===== config.mk =====
export PLATFORM = sky130hd
export DESIGN_NAME = a2d_spi_master_flat
export DESIGN_NICKNAME = d
export VERILOG_FILES = /design/src/rtl/a2d_spi_master_if.sv /design/src/rtl/a2d_spi_master.sv /design/src/flat_wrapper.sv
export SDC_FILE = /design/constraint.sdc
export NUM_CORES = 1
export LEC_CHECK = 0
export ABC_AREA = 1
export CAP_MARGIN = 20
export CORE_AREA = 4 4 67 69
export CTS_CLUSTER_DIAMETER = 150
export DETAILED_ROUTE_END_ITERATION = 12
export DIE_AREA = 0 0 71 73
export HOLD_SLACK_MARGIN = 0.03
export PLACE_DENSITY = 0.79
export SLEW_MARGIN = 20
export SYNTH_ARGS = -nofsm -noshare
export SYNTH_HDL_FRONTEND = slang
export SYNTH_SLANG_ARGS = --single-unit

===== constraint.sdc =====
create_clock -name clk -period 3.9 [get_ports clk]
set_clock_uncertainty 0.2 [all_clocks]
set_input_delay 1.17 -clock clk [delete_from_list [all_inputs] [get_ports clk]]
set_output_delay 1.17 -clock clk [all_outputs]
set_load 0.1 [all_outputs]

===== src/rtl/a2d_spi_master_if.sv =====
// ---------------------------------------------------------------------------
// a2d_spi_master_if
// Bundles the conversion handshake and the A2D SPI pins of a2d_spi_master.
//   strt_cnv  : single-cycle conversion request (from sampling logic)
//   chnnl     : channel to convert, sampled with an accepted strt_cnv
//   cnv_cmplt : level, high while res holds a valid result
//   res       : last 12-bit conversion result
//   SS_n      : active-low slave select to the A2D
//   SCLK      : serial clock to the A2D, idles high
//   MOSI      : serial command data to the A2D
//   MISO      : serial result data from the A2D
// modport master : the SPI master side (a2d_spi_master)
// modport slave  : the environment side (requester plus A2D pins)
// ---------------------------------------------------------------------------
interface a2d_spi_master_if;
    logic        strt_cnv;
    logic [2:0]  chnnl;
    logic        cnv_cmplt;
    logic [11:0] res;
    logic        SS_n;
    logic        SCLK;
    logic        MOSI;
    logic        MISO;

    modport master (
        input  strt_cnv,
        input  chnnl,
        input  MISO,
        output cnv_cmplt,
        output res,
        output SS_n,
        output SCLK,
        output MOSI
    );

    modport slave (
        output strt_cnv,
        output chnnl,
        output MISO,
        input  cnv_cmplt,
        input  res,
        input  SS_n,
        input  SCLK,
        input  MOSI
    );
endinterface


===== src/rtl/a2d_spi_master.sv =====
// ---------------------------------------------------------------------------
// a2d_spi_master
// Runs one conversion on the 12-bit, 8-channel SPI A2D: a 32-SCLK frame made
// of a 16-bit command word followed by a 16-bit result word, SS_n low
// throughout. Both words carry the same channel command; the result is taken
// from the low 12 bits of the second word.
// Ports:
//   clk   : system clock
//   rst_n : asynchronous active-low reset
//   bus   : a2d_spi_master_if.master (handshake, result and SPI pins)
// Parameters:
//   DIV_W : SCLK divider width, SCLK period = 2^DIV_W clk (minimum 5)
// ---------------------------------------------------------------------------
module a2d_spi_master #(
    parameter int unsigned DIV_W = 5
) (
    input  logic              clk,
    input  logic              rst_n,
    a2d_spi_master_if.master  bus
);

    typedef enum logic [1:0] {
        StIdle,
        StXfer,
        StBackPorch
    } state_t;

    // Shift point: 2 clk after SCLK rises (divider MSB set, LSBs == 1).
    localparam logic [DIV_W-1:0] DivShift = DIV_W'((1 << (DIV_W - 1)) + 1);
    // Front porch: first SCLK fall comes 9 clk after SS_n falls.
    localparam logic [DIV_W-1:0] DivFront = DIV_W'((1 << DIV_W) - 9);
    localparam logic [DIV_W-1:0] DivMax   = '1;

    state_t            r_state,     w_state_nxt;
    logic [DIV_W-1:0]  r_sclk_div,  w_sclk_div_nxt;
    logic [15:0]       r_shreg,     w_shreg_nxt;
    logic [5:0]        r_shft_cnt,  w_shft_cnt_nxt;
    logic [2:0]        r_chnnl,     w_chnnl_nxt;
    logic              r_ss_n,      w_ss_n_nxt;
    logic              r_cnv_cmplt, w_cnv_cmplt_nxt;
    logic [11:0]       r_res,       w_res_nxt;
    logic              w_shift;

    assign w_shift = (r_sclk_div == DivShift);

    always_ff @(posedge clk or negedge rst_n) begin
        if (!rst_n) begin
            r_state     <= StIdle;
            r_sclk_div  <= DivMax;
            r_shreg     <= '0;
            r_shft_cnt  <= '0;
            r_chnnl     <= '0;
            r_ss_n      <= 1'b1;
            r_cnv_cmplt <= 1'b0;
            r_res       <= '0;
        end else begin
            r_state     <= w_state_nxt;
            r_sclk_div  <= w_sclk_div_nxt;
            r_shreg     <= w_shreg_nxt;
            r_shft_cnt  <= w_shft_cnt_nxt;
            r_chnnl     <= w_chnnl_nxt;
            r_ss_n      <= w_ss_n_nxt;
            r_cnv_cmplt <= w_cnv_cmplt_nxt;
            r_res       <= w_res_nxt;
        end
    end

    always_comb begin
        w_state_nxt     = r_state;
        w_sclk_div_nxt  = r_sclk_div;
        w_shreg_nxt     = r_shreg;
        w_shft_cnt_nxt  = r_shft_cnt;
        w_chnnl_nxt     = r_chnnl;
        w_ss_n_nxt      = r_ss_n;
        w_cnv_cmplt_nxt = r_cnv_cmplt;
        w_res_nxt       = r_res;

        unique case (r_state)
            StIdle: begin
                if (bus.strt_cnv) begin
                    w_ss_n_nxt      = 1'b0;
                    w_cnv_cmplt_nxt = 1'b0;
                    w_shreg_nxt     = {2'b00, bus.chnnl, 11'h000};
                    w_chnnl_nxt     = bus.chnnl;
                    w_sclk_div_nxt  = DivFront;
                    w_shft_cnt_nxt  = '0;
                    w_state_nxt     = StXfer;
                end
            end

            StXfer: begin
                w_sclk_div_nxt = r_sclk_div + 1'b1;
                if (w_shift) begin
                    w_shft_cnt_nxt = r_shft_cnt + 6'd1;
                    if (r_shft_cnt == 6'd15) begin
                        // Word 2 resends the command; word-1 junk is dropped.
                        w_shreg_nxt = {2'b00, r_chnnl, 11'h000};
                    end else begin
                        w_shreg_nxt = {r_shreg[14:0], bus.MISO};
                    end
                    if (r_shft_cnt == 6'd31) begin
                        w_state_nxt = StBackPorch;
                    end
                end
            end

            StBackPorch: begin
                // Divider stops at all-ones so SCLK stays high into idle.
                if (r_sclk_div == DivMax) begin
                    w_ss_n_nxt      = 1'b1;
                    w_res_nxt       = r_shreg[11:0];
                    w_cnv_cmplt_nxt = 1'b1;
                    w_state_nxt     = StIdle;
                end else begin
                    w_sclk_div_nxt = r_sclk_div + 1'b1;
                end
            end

            default: begin
                w_state_nxt = StIdle;
            end
        endcase
    end

    assign bus.SCLK      = r_sclk_div[DIV_W-1];
    assign bus.MOSI      = r_shreg[15];
    assign bus.SS_n      = r_ss_n;
    assign bus.cnv_cmplt = r_cnv_cmplt;
    assign bus.res       = r_res;

endmodule


===== src/flat_wrapper.sv =====
// flat-port wrapper written by rule: the top's interface ports become plain ports
module a2d_spi_master_flat 
#(
    parameter int unsigned DIV_W = 5
)
  (clk, rst_n, bus_strt_cnv, bus_chnnl, bus_MISO, bus_cnv_cmplt, bus_res, bus_SS_n, bus_SCLK, bus_MOSI);
  a2d_spi_master_if bus_i ();
  input  logic clk;
  input  logic rst_n;
  input wire logic [$bits(bus_i.strt_cnv)-1:0] bus_strt_cnv;
  input wire logic [$bits(bus_i.chnnl)-1:0] bus_chnnl;
  input wire logic [$bits(bus_i.MISO)-1:0] bus_MISO;
  output wire logic [$bits(bus_i.cnv_cmplt)-1:0] bus_cnv_cmplt;
  output wire logic [$bits(bus_i.res)-1:0] bus_res;
  output wire logic [$bits(bus_i.SS_n)-1:0] bus_SS_n;
  output wire logic [$bits(bus_i.SCLK)-1:0] bus_SCLK;
  output wire logic [$bits(bus_i.MOSI)-1:0] bus_MOSI;
  assign bus_i.strt_cnv = bus_strt_cnv;
  assign bus_i.chnnl = bus_chnnl;
  assign bus_i.MISO = bus_MISO;
  assign bus_cnv_cmplt = bus_i.cnv_cmplt;
  assign bus_res = bus_i.res;
  assign bus_SS_n = bus_i.SS_n;
  assign bus_SCLK = bus_i.SCLK;
  assign bus_MOSI = bus_i.MOSI;
  a2d_spi_master #(.DIV_W(DIV_W)) u_core (.clk(clk), .rst_n(rst_n), .bus(bus_i));
endmodule

==> results of run 1 <==
## where the power goes
group / internal (uW) / switching (uW) / leakage (uW)
combinational: 207 / 527 / 0.000610
clock: 191 / 156 / 0.0000514
sequential: 595 / 68.9 / 0.000603
total: 994 / 751 / 0.00126
## cell type report
cell class              count  area, um^2  area share, %
flip-flops and latches     46        1160           45.4
repair buffers             22         178           6.96
inverters                  29         109           4.27
well taps                  50        62.6           2.45
multi-input cells         161         933           36.6
clock inverters             2        37.5           1.47
clock buffers               6        72.6           2.84
## registers in the layout, summed over array words and instances, names as in the netlist
name                  flops
u_core.bus.cnv_cmplt      1
u_core.r_shreg           16
u_core.r_state            2
u_core.r_chnnl            3
u_core.bus.res           12
u_core.r_shft_cnt         6
u_core.r_sclk_div         5
u_core.bus.SS_n           1
## cell families (layout without fill, tap and decap cells)
kind of cell,after synthesis,in the layout,share of synthesized area (%)
XOR/XNOR,1,1,0.390
AND/OR/NAND/NOR,97,97,19.5
buffers and inverters,35,59,6.96
AO/OA/AOI/OAI,44,44,11.6
multiplexers,10,10,5.01
flip-flops,46,46,51.5
adder cells (fa/ha/maj),9,9,5.01
## per-stage QoR
stage	hold slack, ps	util, %	setup WS, ps	std cells	power [uW]
6_report	294	65.2	1400	316	1740
3_3_place_gp	267	62.3	1170	308	1390
2_1_floorplan	253	-	1630	242	1290
5_1_grt	323	65.2	1350	316	1880
3_5_place_dp	278	62.3	1130	308	1410
4_1_cts	298	65.1	1400	316	1760
## worst max path at each step
stage | startpoint | end | slack, ps
final | u_core.r_sclk_div[4]$_DFFE_PN1P_ | bus_SCLK | 1400
after global routing | bus_strt_cnv | u_core.r_shreg[11]$_DFFE_PN0P_ | 1350
after CTS | u_core.r_sclk_div[4]$_DFFE_PN1P_ | bus_SCLK | 1400
after detailed placement | bus_strt_cnv | u_core.r_shft_cnt[1]$_DFFE_PN0P_ | 1130
after global placement | bus_strt_cnv | u_core.r_shft_cnt[5]$_DFFE_PN0P_ | 1170
after floorplan | u_core.r_shreg[15]$_DFFE_PN0P_ | bus_MOSI | 1630
## cell usage after synthesis
cell / instances
nand3_1: 16
o21ai_1: 3
ha_1: 9
clkbuf_1: 1
nand2_1: 58
nor2_2: 2
nand2_2: 2
nor3_1: 1
nor2_8: 1
xor2_1: 1
o21ai_0: 22
buf_2: 2
dfstp_2: 6
o211ai_1: 1
mux2_2: 10
nand4_1: 1
o21ai_2: 10
inv_1: 28
nor2_1: 13
or2_2: 1
nand2_4: 1
buf_6: 3
dfrtp_1: 40
inv_2: 1
a31oi_1: 1
nand3_4: 1
a21oi_1: 7
## routing by layer
metal	track usage, %	vias up
met5	0	-
met1	22.5	781
met2	28.4	22
met4	4.59	0
met3	3.44	6
li1	-	826
## worst register-to-register path, stage by stage, from the launching register on
cell	delay (ps)
dfstp_2	570
ha_1	170
inv_1	50
nor3_1	130
ha_1	210
nand2_2	250
nand3_1	260
inv_1	150
o21ai_0	110
o21ai_0	120
==> key figures, run 1 <==
Hold path
  • Hold/Removal Path Class: reg -> reg
  • Hold Crit Endpoint: u_core.r_chnnl[1]$_DFFE_PN0P_
  • Hold_sp: u_core.r_chnnl[1]$_DFFE_PN0P_
  • Number of stages on the worst hold path: 2

CTS
  • Number of clock sinks: 46
  • Number of gates resized after CTS: 0
  • Count of hold buffers inserted by post-cts repair: 0
  • CTS Buf Count: 5
  • H-Tree Depth: 2
  • Total setup buffers inserted after CTS: 0
  • Clock-pin slew reported for the worst setup and hold paths after clock tree synthesis: 80 ps
  • CTS max path bufs: 2
  • Clk Latency, worst-skew pair: 290 ps
  • Clock tree from TritonCTS: yes
  • CTS root buf: clkbuf_8

Critical path
  • Crit path max fanout: 3
  • Required time of the critical path: 2530 ps
  • CP delay by family, top: flip-flops
  • Logic depth of the worst register-to-register path: 9
  • Register-to-register setup slack: 1600 ps
  • Critical path class: reg -> out
  • Critical Path Slowest Stage Cell: dfstp_2
  • Reg2reg start: u_core.r_sclk_div[0]$_DFFE_PN1P_
  • Endpoint kind of the worst setup timing path: output port
  • Critical Path Start Type: flip-flop
  • Worst r2r dst: u_core.r_sclk_div[4]$_DFFE_PN1P_
  • Logic depth of the worst path, buffers included: 1
  • Buffering stage count on the worst path with inverters included: 1
  • List of cells traversed by the critical path: buf_4
  • Data arrival, critical path: 1130 ps
  • Delay contributed by the slowest stage of the critical path: 550 ps

STA
  • Total negative setup slack: 0 ps
  • Setup-violating endpoint count in the final report: 0
  • Worst-Margin Slew: 561 ps
  • Slew headroom: 62.6%
  • Setup repair after global routing missed its margin: no
  • Time the final worst path needs with I/O delays and setup: 2500 ps
  • Number of hold violations in the final report: 0
  • Post-route clock period utilization: 64.0%
  • Achievable clock frequency: 400 MHz
  • Max-slew violation count: 0

Placement
  • HPWL Detailed: 2760 um
  • Total placed instance area: 2440 um^2
  • Routability-driven placement congestion ratio: 0.816
  • Count of port buffers added during placement: 22

Synth
  • Number of warnings printed during yosys synthesis: 0
  • Post-synthesis net count: 258
  • Cell types occupying the most area after synthesis: dfrtp_1 45%, nand2_1 9.7%, dfstp_2 7.0%, ha_1 5.0%, mux2_2 5.0%
  • Sequential area share after synthesis: 51.5%
  • Cell count after synthesis: 242
  • Cell area after technology mapping: 2250 um^2
  • Fraction of post-synthesis cell area in the top cell type by area: 44.5%
  • Number of unique standard cell types used by synthesis: 27
  • Mean instance size in the synthesized netlist: 9.29 um^2
  • Cell type contributing the most total cell area after synthesis: dfrtp_1
  • FF+latch count, synth: 46

Floorplanning
  • Initial core utilization: 57.4%
  • Die outline width: 71 um
  • CORE AREA: 3910 um^2
  • Die outline height: 73 um
  • Number of top-level pins: 23
  • Area of the die: 5180 um^2
  • Floorplan row count: 23

GRT
  • Number of global-route vias before repair: 1599
  • Wire length of the first global-routing pass: 7070 um
  • Pin count of the biggest net entering global routing: 47
  • Global-route congestion overflow total: 0
  • Antenna violations before repair: 0
  • Overall track demand over capacity in global routing: 16.9%

Drt
  • Drt pass-1 iters: 4
  • Violation count after the first detailed-route iteration: 93
  • Uppermost layer routed: met4
  • Vias after detailed routing: 1635
  • Ratio of routed vias to standard cells: 5.17
  • Post-Route M1 WL: 1820 um
  • WL/cell: 12.3 um
  • Met2 wirelength from detailed routing: 1910 um
  • DRC violation count after routing: 0
  • Total met3 wirelength after detailed routing: 121 um
  • Wire length reported by the detailed router: 3900 um
  • Post-route ant nets: 0

Finish
  • Net total in the final layout: 281
  • Highest-count cells in the layout ignoring fill and taps: 58 x nand2_1, 40 x dfrtp_1, 28 x inv_1
  • Count of inserted antenna diode cells: 0
  • Most common library cell in the layout ignoring fill and taps: nand2_1
  • Layout cell share with drive strength beyond 1: 22.2%
  • Design Area, Final: 2550 um^2
  • Layout filler cell count: 343
  • Layout Area Growth over Synthesis: 13.5%

Status
  • Status: finished, final reports clean

Power
  • Leakage power: 0.00126 uW
  • IR Drop Worst-Case VDD: 337 uV
  • Power density normalized to cell area: 684 nW/um^2

Job
  • Max cap viols: 0
Note: power is estimated with default switching activity, not from simulation.
==> inputs of run 2 (changes only) <==
- CORE_AREA: 4 4 67 69 -> 4 4 69 71
- DIE_AREA: 0 0 71 73 -> 0 0 73 75
- PLACE_DENSITY: 0.79 -> 0.74
- clock period: 3.9 -> 2.56 ns (I/O delays scaled with it)
==> run 2 against run 1 <==
  * Clock power grew 53%
  * Utilization is 3.6 points lower
  * Count of clock-buffer cells in the layout stayed put
  * Power is 54% higher
  * Sequential power is 54% higher
  * Combinational power up 57%
  * Non-clock buffer count grew 4
  * Die area grew 5.6%
  * Global-route usage decreased by 0.11 points
  * Final area up 2.2%
  * First-iteration DRC count is 12% lower
  * Via count decreased by 1.1%
==> key figures, run 2 (same netlist as run 1, synthesis figures left out) <==
Status
  • Status: finished, final reports clean (unchanged)

CTS
  • Number of clock sinks: 46 (unchanged)
  • Clock tree from TritonCTS: yes (unchanged)
  • Clk Latency, worst-skew pair: 300 ps (was 290 ps)
  • Number of gates resized after CTS: 0 (unchanged)
  • CTS max path bufs: 2 (unchanged)
  • Total setup buffers inserted after CTS: 0 (unchanged)
  • CTS root buf: clkbuf_8 (unchanged)
  • Count of hold buffers inserted by post-cts repair: 0 (unchanged)
  • Clock-pin slew reported for the worst setup and hold paths after clock tree synthesis: 90 ps (was 80 ps)
  • H-Tree Depth: 2 (unchanged)
  • CTS Buf Count: 5 (unchanged)

GRT
  • Overall track demand over capacity in global routing: 16.8% (was 16.9%)
  • Wire length of the first global-routing pass: 7080 um (was 7070 um)
  • Pin count of the biggest net entering global routing: 26 (was 47)
  • Antenna violations before repair: 0 (unchanged)
  • Global routing met2 resource utilization: 28.2% (was 28.4%)
  • Global-route congestion overflow total: 0 (unchanged)
  • Met3 track demand over resource: 2.94% (was 3.44%)
  • GR peak layer: met2 (unchanged)
  • Met1 Use GR: 21.4% (was 22.5%)
  • Number of global-route vias before repair: 1613 (was 1599)

Critical path
  • Crit path max fanout: 15 (was 3)
  • Logic depth of the worst register-to-register path: 7 (was 9)
  • List of cells traversed by the critical path: clkdlybuf4s50_1 -> inv_1 -> nand2_1 -> inv_2 -> nor2_8 -> nand3_4 -> inv_1 -> nand2_1 -> nand2_1 (was buf_4)
  • Required time of the critical path: 2600 ps (was 2530 ps)
  • Worst r2r dst: u_core.bus.res[8]$_DFFE_PN0P_ (was u_core.r_sclk_div[4]$_DFFE_PN1P_)
  • Buffering stage count on the worst path with inverters included: 4 (was 1)
  • Register-to-register setup slack: 570 ps (was 1600 ps)
  • Delay contributed by the slowest stage of the critical path: 480 ps (was 550 ps)
  • Reg2reg start: u_core.r_sclk_div[0]$_DFFE_PN1P_ (unchanged)
  • Critical Path Slowest Stage Cell: clkdlybuf4s50_1 (was dfstp_2)
  • Most frequent cell on the critical path: nand2_1
  • CP delay by family, top: buffers and inverters (was flip-flops)
  • Data arrival, critical path: 2110 ps (was 1130 ps)
  • Critical path class: in -> reg (was reg -> out)
  • Endpoint kind of the worst setup timing path: flip-flop (was output port)
  • Logic depth of the worst path, buffers included: 9 (was 1)
  • Critical Path Start Type: primary input (was flip-flop)

Drt
  • Ratio of routed vias to standard cells: 5.02 (was 5.17)
  • DRC violation count after routing: 0 (unchanged)
  • Drt pass-1 iters: 4 (unchanged)
  • Post-route ant nets: 0 (unchanged)
  • Wire length reported by the detailed router: 3970 um (was 3900 um)
  • Vias after detailed routing: 1617 (was 1635)
  • Violation count after the first detailed-route iteration: 82 (was 93)
  • WL/cell: 12.3 um (about the same)

Job
  • Max cap viols: 0 (unchanged)

Hold path
  • Hold/Removal Path Class: in -> async (was reg -> reg)

Floorplanning
  • Die outline width: 73 um (was 71 um)
  • Initial core utilization: 53.1% (was 57.4%)
  • Area of the die: 5480 um^2 (was 5180 um^2)
  • Die outline height: 75 um (was 73 um)
  • CORE AREA: 4230 um^2 (was 3910 um^2)
  • Number of top-level pins: 23 (unchanged)
  • Floorplan row count: 24 (was 23)

Power
  • Pwr Total: 2690 uW (was 1740 uW)
  • Power density normalized to cell area: 1030 nW/um^2 (was 684 nW/um^2)
  • Leakage power: 0.00129 uW (was 0.00126 uW)
  • IR Drop Worst-Case VDD: 369 uV (was 337 uV)

Finish
  • Most common library cell in the layout ignoring fill and taps: nand2_1 (unchanged)
  • Highest-count cells in the layout ignoring fill and taps: 58 x nand2_1, 40 x dfrtp_1, 28 x inv_1 (unchanged)
  • Flip-flop count of the largest register after layout: 16 (unchanged)
  • Layout Area Growth over Synthesis: 15.9% (was 13.5%)
  • Count of inserted antenna diode cells: 0 (unchanged)
  • Net total in the final layout: 285 (was 281)
  • Reg with most FFs: u_core.r_shreg (unchanged)
  • Layout cell share with drive strength beyond 1: 23.3% (was 22.2%)

STA
  • Setup repair after global routing missed its margin: no (unchanged)
  • Slew headroom: 67.3% (was 62.6%)
  • Achievable clock frequency: 482 MHz
  • Total negative setup slack: 0 ps (unchanged)
  • Worst-Margin Slew: 490 ps (was 561 ps)
  • Time the final worst path needs with I/O delays and setup: 2080 ps
  • Number of hold violations in the final report: 0 (unchanged)
  • Setup-violating endpoint count in the final report: 0 (unchanged)
  • Max-slew violation count: 0 (unchanged)
  • Post-route clock period utilization: 81.1%

Placement
  • Routability-driven placement congestion ratio: 0.816 (about the same)
  • HPWL Detailed: 2930 um (was 2760 um)
  • Count of port buffers added during placement: 22 (unchanged)
-- run 2: metal layers --
metal	wire (um)	part of all wire [%]
met4	57	1.4
met2	1960	49
met5	0	0
met3	130	3.3
met1	1820	46
-- run 2: how the worst max path moves through the flow --
stage                                           from                               end  slack, ps
finish                                  bus_strt_cnv  u_core.r_shft_cnt[1]$_DFFE_PN0P_        480
floorplan           u_core.r_sclk_div[4]$_DFFE_PN1P_    u_core.r_shreg[15]$_DFFE_PN0P_        560
global route        u_core.r_sclk_div[0]$_DFFE_PN1P_     u_core.r_state[0]$_DFFE_PN0P_        380
global placement                        bus_strt_cnv  u_core.r_shft_cnt[5]$_DFFE_PN0P_        240
detailed placement                      bus_strt_cnv    u_core.r_shreg[11]$_DFFE_PN0P_        180
CTS                                     bus_strt_cnv    u_core.r_shreg[11]$_DFFE_PN0P_        480
-- run 2: per-stage QoR --
| stage | setup slack (ps) | hold slack [ps] | std cells | utilization [%] | instance area [um^2] |
|---|---|---|---|---|---|
| 2_1_floorplan | 559 | 253 | 242 | - | 2250 |
| 3_3_place_gp | 237 | 265 | 314 | 59.0 | 2500 |
| 3_5_place_dp | 177 | 277 | 314 | 59.0 | 2500 |
| 4_1_cts | 484 | 241 | 322 | 61.6 | 2610 |
| 5_1_grt | 376 | 274 | 322 | 61.6 | 2610 |
| 6_report | 484 | 225 | 322 | 61.6 | 2610 |
-- run 2: power by group --
part	switching [uW]	leakage (uW)	internal [uW]
Sequential	111	0.000603	907
Clock	239	0.0000514	291
Combinational	796	0.000636	350
-- run 2: worst register-to-register path, stage by stage, from the launching register on --
cell and delay (ps):
dfstp_2 570, ha_1 170, inv_1 50, nor3_1 130, ha_1 210, nand2_2 70, buf_4 190, mux2_2 290
-- run 2: final cells by class --
| cell class | instances | area [um^2] |
|---|---|---|
| clock inverters | 2 | 37.5 |
| inverters | 29 | 109 |
| repair buffers | 26 | 230 |
| fillers | 345 | 1630 |
| flip-flops and latches | 46 | 1160 |
| multi-input cells | 161 | 933 |
| well taps | 52 | 65.1 |
| clock buffers | 6 | 72.6 |
==> patch 1: new RTL, settings of run 1 <==
`DIV_W` is set to 5 in 2 places; all go to 6. Comments in the files are not updated.
--- a/src/rtl/a2d_spi_master.sv
+++ b/src/rtl/a2d_spi_master.sv
@@ -14,3 +14,3 @@
 module a2d_spi_master #(
-    parameter int unsigned DIV_W = 5
+    parameter int unsigned DIV_W = 6
 ) (
--- a/src/flat_wrapper.sv
+++ b/src/flat_wrapper.sv
@@ -3,3 +3,3 @@
 #(
-    parameter int unsigned DIV_W = 5
+    parameter int unsigned DIV_W = 6
 )
Formal check against the unedited RTL: same outputs for any inputs over 10 cycles, from zero or initial values and one cycle with rst_n low; that may be too few to reach the edited logic, so the function may still have changed.
==> patch 1 against run 1 <==
Sequential cell count grew 1. Largest power group unchanged. Largest cell class unchanged. Worst setup slack lost 0.056 ns. Design area grew 5.4%. Power grew 4.7%. Synthesized cell count grew 24%. Via count grew 15%. Area after synthesis grew 8.0%. Wire length grew 14%. Global-route usage grew 2.5 points.
==> patch 1: results (changes against run 1) <==
\begin{tabular}{lr}
\hline
Metric & Value \\
\hline
\multicolumn{2}{l}{\textbf{Layout}} \\
\quad FILL cells & 337 (was 343) \\
\quad Number of nets in the layout & 336 (was 281) \\
\quad Proportion of cell area occupied by registers & 44.0\% (was 45.4\%) \\
\quad Inverter count of the layout excluding clock inverters & 35 (was 29) \\
\quad Final standard cell count with taps included and fillers excluded & 371 (was 316) \\
\multicolumn{2}{l}{\textbf{Power and ir drop}} \\
\quad Power share of the clock group & 19.2\% (was 19.9\%) \\
\quad Switching fraction of total power & 43.8\% (was 43.1\%) \\
\quad Leak pwr & 1.36 nW (was 1.26 nW) \\
\multicolumn{2}{l}{\textbf{Worst hold path}} \\
\quad Hold Path Origin & u\_core.r\_shreg[8]\$\_DFFE\_PN0P\_ (was u\_core.r\_chnnl[1]\$\_DFFE\_PN0P\_) \\
\quad Hold worst-path end & u\_core.r\_shreg[8]\$\_DFFE\_PN0P\_ (was u\_core.r\_chnnl[1]\$\_DFFE\_PN0P\_) \\
\multicolumn{2}{l}{\textbf{Routing}} \\
\quad Number of DRC markers in iteration 0 & 95 (was 93) \\
\quad Total Wirelength & 4470 um (was 3900 um) \\
\quad Via density per instance & 5.06 (was 5.17) \\
\quad Routed wire length on met2 & 2080 um (was 1910 um) \\
\quad Metal-1 WL & 2180 um (was 1820 um) \\
\multicolumn{2}{l}{\textbf{Placement}} \\
\quad Final weighted congestion in routability-driven placement & 0.812 (was 0.816) \\
\multicolumn{2}{l}{\textbf{GRT}} \\
\quad Largest net degree at the start of global routing & 48 (was 47) \\
\quad Overall fraction of global-route tracks in use & 19.4\% (was 16.9\%) \\
\quad Via count of the first global-routing pass & 1814 (was 1599) \\
\quad Met2 Track Usage GR & 31.2\% (was 28.4\%) \\
\quad Met1 Use GR & 26.0\% (was 22.5\%) \\
\multicolumn{2}{l}{\textbf{Synthesis}} \\
\quad Post-synthesis share of cell area spent on full adders, half adders and majority gates & 4.12\% (was 5.01\%) \\
\quad Post-synthesis share of cell area spent on xor and xnor gates & 0.361\% (was 0.390\%) \\
\quad Number of nets produced by synthesis & 315 (was 258) \\
\quad Cell types with the largest area share after synthesis & sky130\_fd\_sc\_hd\_\_dfrtp\_1, sky130\_fd\_sc\_hd\_\_nand2\_1, sky130\_fd\_sc\_hd\_\_dfstp\_2, sky130\_fd\_sc\_hd\_\_nor2\_1, sky130\_fd\_sc\_hd\_\_inv\_1 (was sky130\_fd\_sc\_hd\_\_dfrtp\_1, sky130\_fd\_sc\_hd\_\_nand2\_1, sky130\_fd\_sc\_hd\_\_dfstp\_2, sky130\_fd\_sc\_hd\_\_ha\_1, sky130\_fd\_sc\_hd\_\_mux2\_2) \\
\quad Proportion of synthesized area in mux cells & 0\% (was 5.01\%) \\
\multicolumn{2}{l}{\textbf{Status}} \\
\quad Run status & complete, no violations (unchanged) \\
\multicolumn{2}{l}{\textbf{Setup path}} \\
\quad Largest stage delay on the critical path & 0.58 ns (was 0.55 ns) \\
\quad Critical path peak fanout & 6 (was 3) \\
\hline
\end{tabular}
[patch 1: through the flow]
step           hold slack, ns  worst slack, ns  total power, mW  utilization, %
2_1_floorplan           0.249             1.63             1.37               -
3_3_place_gp            0.266             1.09             1.47            66.0
3_5_place_dp            0.269             1.05             1.49            66.0
4_1_cts                 0.291             1.34             1.84            68.7
5_1_grt                 0.308             1.25             1.98            68.7
6_report                0.290             1.35             1.83            68.7
[patch 1: worst max-delay path by stage]
stage | to | cells past startpoint | slack, ns
finish | bus_SCLK | 1 | 1.35
global route | u_core.r_shft_cnt[1]$_DFFE_PN0P_ | 7 | 1.25
CTS | bus_SCLK | 1 | 1.34
detailed placement | u_core.r_shreg[5]$_DFFE_PN0P_ | 7 | 1.05
global placement | u_core.r_shreg[3]$_DFFE_PN0P_ | 7 | 1.09
floorplan | bus_MOSI | 0 | 1.63
==> patch 2: new RTL, flow settings as in run 1 <==
Without the edit above. Take the reset off `r_shreg` and load it in a clocked block of its own.
--- a/src/rtl/a2d_spi_master.sv
+++ b/src/rtl/a2d_spi_master.sv
@@ -49,3 +49,2 @@
             r_sclk_div  <= DivMax;
-            r_shreg     <= '0;
             r_shft_cnt  <= '0;
@@ -58,3 +57,2 @@
             r_sclk_div  <= w_sclk_div_nxt;
-            r_shreg     <= w_shreg_nxt;
             r_shft_cnt  <= w_shft_cnt_nxt;
@@ -65,2 +63,6 @@
         end
+    end
+
+    always_ff @(posedge clk) begin
+        r_shreg <= w_shreg_nxt;
     end
Check against the original RTL: no difference found for any inputs over 10 cycles, from zero or initial values and one cycle with rst_n low; that may be too few to reach the edited logic, so the function may still have changed.
==> patch 2 against run 1 <==
Non-clock buffer count grew 1. Via count shrank 5.3%. Wire length shrank 4.3%. Worst setup slack lost 0.25 ns. Synthesized cell count shrank 4.5%. Power shrank 11%. Largest cell class unchanged. Design area shrank 3.1%. Area after synthesis shrank 3.6%. Sequential cell count is the same. Sequential share of layout area grew 4.7 points.
==> patch 2: results (changes against run 1) <==
\begin{tabular}{lr}
\hline
Metric & Value \\
\hline
\multicolumn{2}{l}{\textbf{Status}} \\
\quad Run status & complete, no violations (unchanged) \\
\multicolumn{2}{l}{\textbf{Layout}} \\
\quad Share of the final layout cell area in multi-input gates & 30.3\% (was 36.6\%) \\
\quad Clock-cell share of area & 3.49\% (was 4.32\%) \\
\quad Number of nets in the layout & 273 (was 281) \\
\quad Proportion of cell area occupied by registers & 50.1\% (was 45.4\%) \\
\quad Fraction of area in non-clock buffers & 7.59\% (was 6.96\%) \\
\quad \#MultiIn Comb & 142 (was 161) \\
\quad Relative area change from synthesis to final layout & 14.0\% (was 13.5\%) \\
\multicolumn{2}{l}{\textbf{Worst hold path}} \\
\quad Hold worst-path end & u\_core.r\_sclk\_div[3]\$\_DFFE\_PN1P\_ (was u\_core.r\_chnnl[1]\$\_DFFE\_PN0P\_) \\
\quad Hold Path Origin & u\_core.r\_sclk\_div[3]\$\_DFFE\_PN1P\_ (was u\_core.r\_chnnl[1]\$\_DFFE\_PN0P\_) \\
\multicolumn{2}{l}{\textbf{Synthesis}} \\
\quad Top cells by count, synth & sky130\_fd\_sc\_hd\_\_nand2\_1, sky130\_fd\_sc\_hd\_\_inv\_1, sky130\_fd\_sc\_hd\_\_dfrtp\_1 (was sky130\_fd\_sc\_hd\_\_nand2\_1, sky130\_fd\_sc\_hd\_\_dfrtp\_1, sky130\_fd\_sc\_hd\_\_inv\_1) \\
\quad Number of nets produced by synthesis & 247 (was 258) \\
\quad Async SR Flop Fraction & 65.2\% (was 100\%) \\
\multicolumn{2}{l}{\textbf{Setup path}} \\
\quad Critical register-to-register path endpoint & u\_core.r\_shreg[1]\$\_SDFFCE\_PP0P\_ (was u\_core.r\_sclk\_div[4]\$\_DFFE\_PN1P\_) \\
\quad Crit-path leading delay family & buffers and inverters (was flip-flops) \\
\quad Slowest CP cell & sky130\_fd\_sc\_hd\_\_clkdlybuf4s50\_1 (was sky130\_fd\_sc\_hd\_\_dfstp\_2) \\
\quad Crit path kind & input pin to register (was register to output pin) \\
\multicolumn{2}{l}{\textbf{Timing}} \\
\quad Worst hold margin & 0.289 ns (was 0.294 ns) \\
\quad Slew at the pin closest to its max-slew limit & 0.597 ns (was 0.561 ns) \\
\multicolumn{2}{l}{\textbf{Placement}} \\
\quad Final weighted congestion in routability-driven placement & 0.787 (was 0.816) \\
\quad Cell count after placement & 300 (was 308) \\
\quad Worst setup timing slack at the placement stage & 0.821 ns (was 1.13 ns) \\
\multicolumn{2}{l}{\textbf{Power and ir drop}} \\
\quad Seq pwr share & 48.5\% (was 38.1\%) \\
\quad Power share of the clock group & 18.3\% (was 19.9\%) \\
\multicolumn{2}{l}{\textbf{Routing}} \\
\quad Total Wirelength & 3730 um (was 3900 um) \\
\multicolumn{2}{l}{\textbf{GRT}} \\
\quad Via count of the first global-routing pass & 1439 (was 1599) \\
\hline
\end{tabular}
==> patch 2: changes by cell type in the layout (fill, tap and decap cells not counted), sizes merged, moves of 2 or more <==
cell / before / now
dfrtp: 40 / 24
inv: 29 / 39
nand2: 61 / 55
o21ai: 35 / 24
nor2: 16 / 22
clkinv: 0 / 2
edfxtp: 0 / 16
nand4: 1 / 6
mux2: 10 / 0
a21oi: 7 / 3
==> patch 2: routing by layer <==
layer	part of all wire [%]	vias to the layer above	wire length (um)	GRT usage (%)
li1	-	792	-	-
met1	47	721	1770	21.3
met2	45	27	1680	24.6
met3	5.4	9	202	5.79
met4	2.1	0	78	7.31
met5	0	-	0	0
==> patch 2: logic make-up after synthesis <==
family | synth area share, %
AND/OR/NAND/NOR | 22.0
flip-flops | 57.1
buffers and inverters | 8.31
AO/OA/AOI/OAI | 6.58
adder cells (fa/ha/maj) | 5.19
XOR/XNOR | 0.808
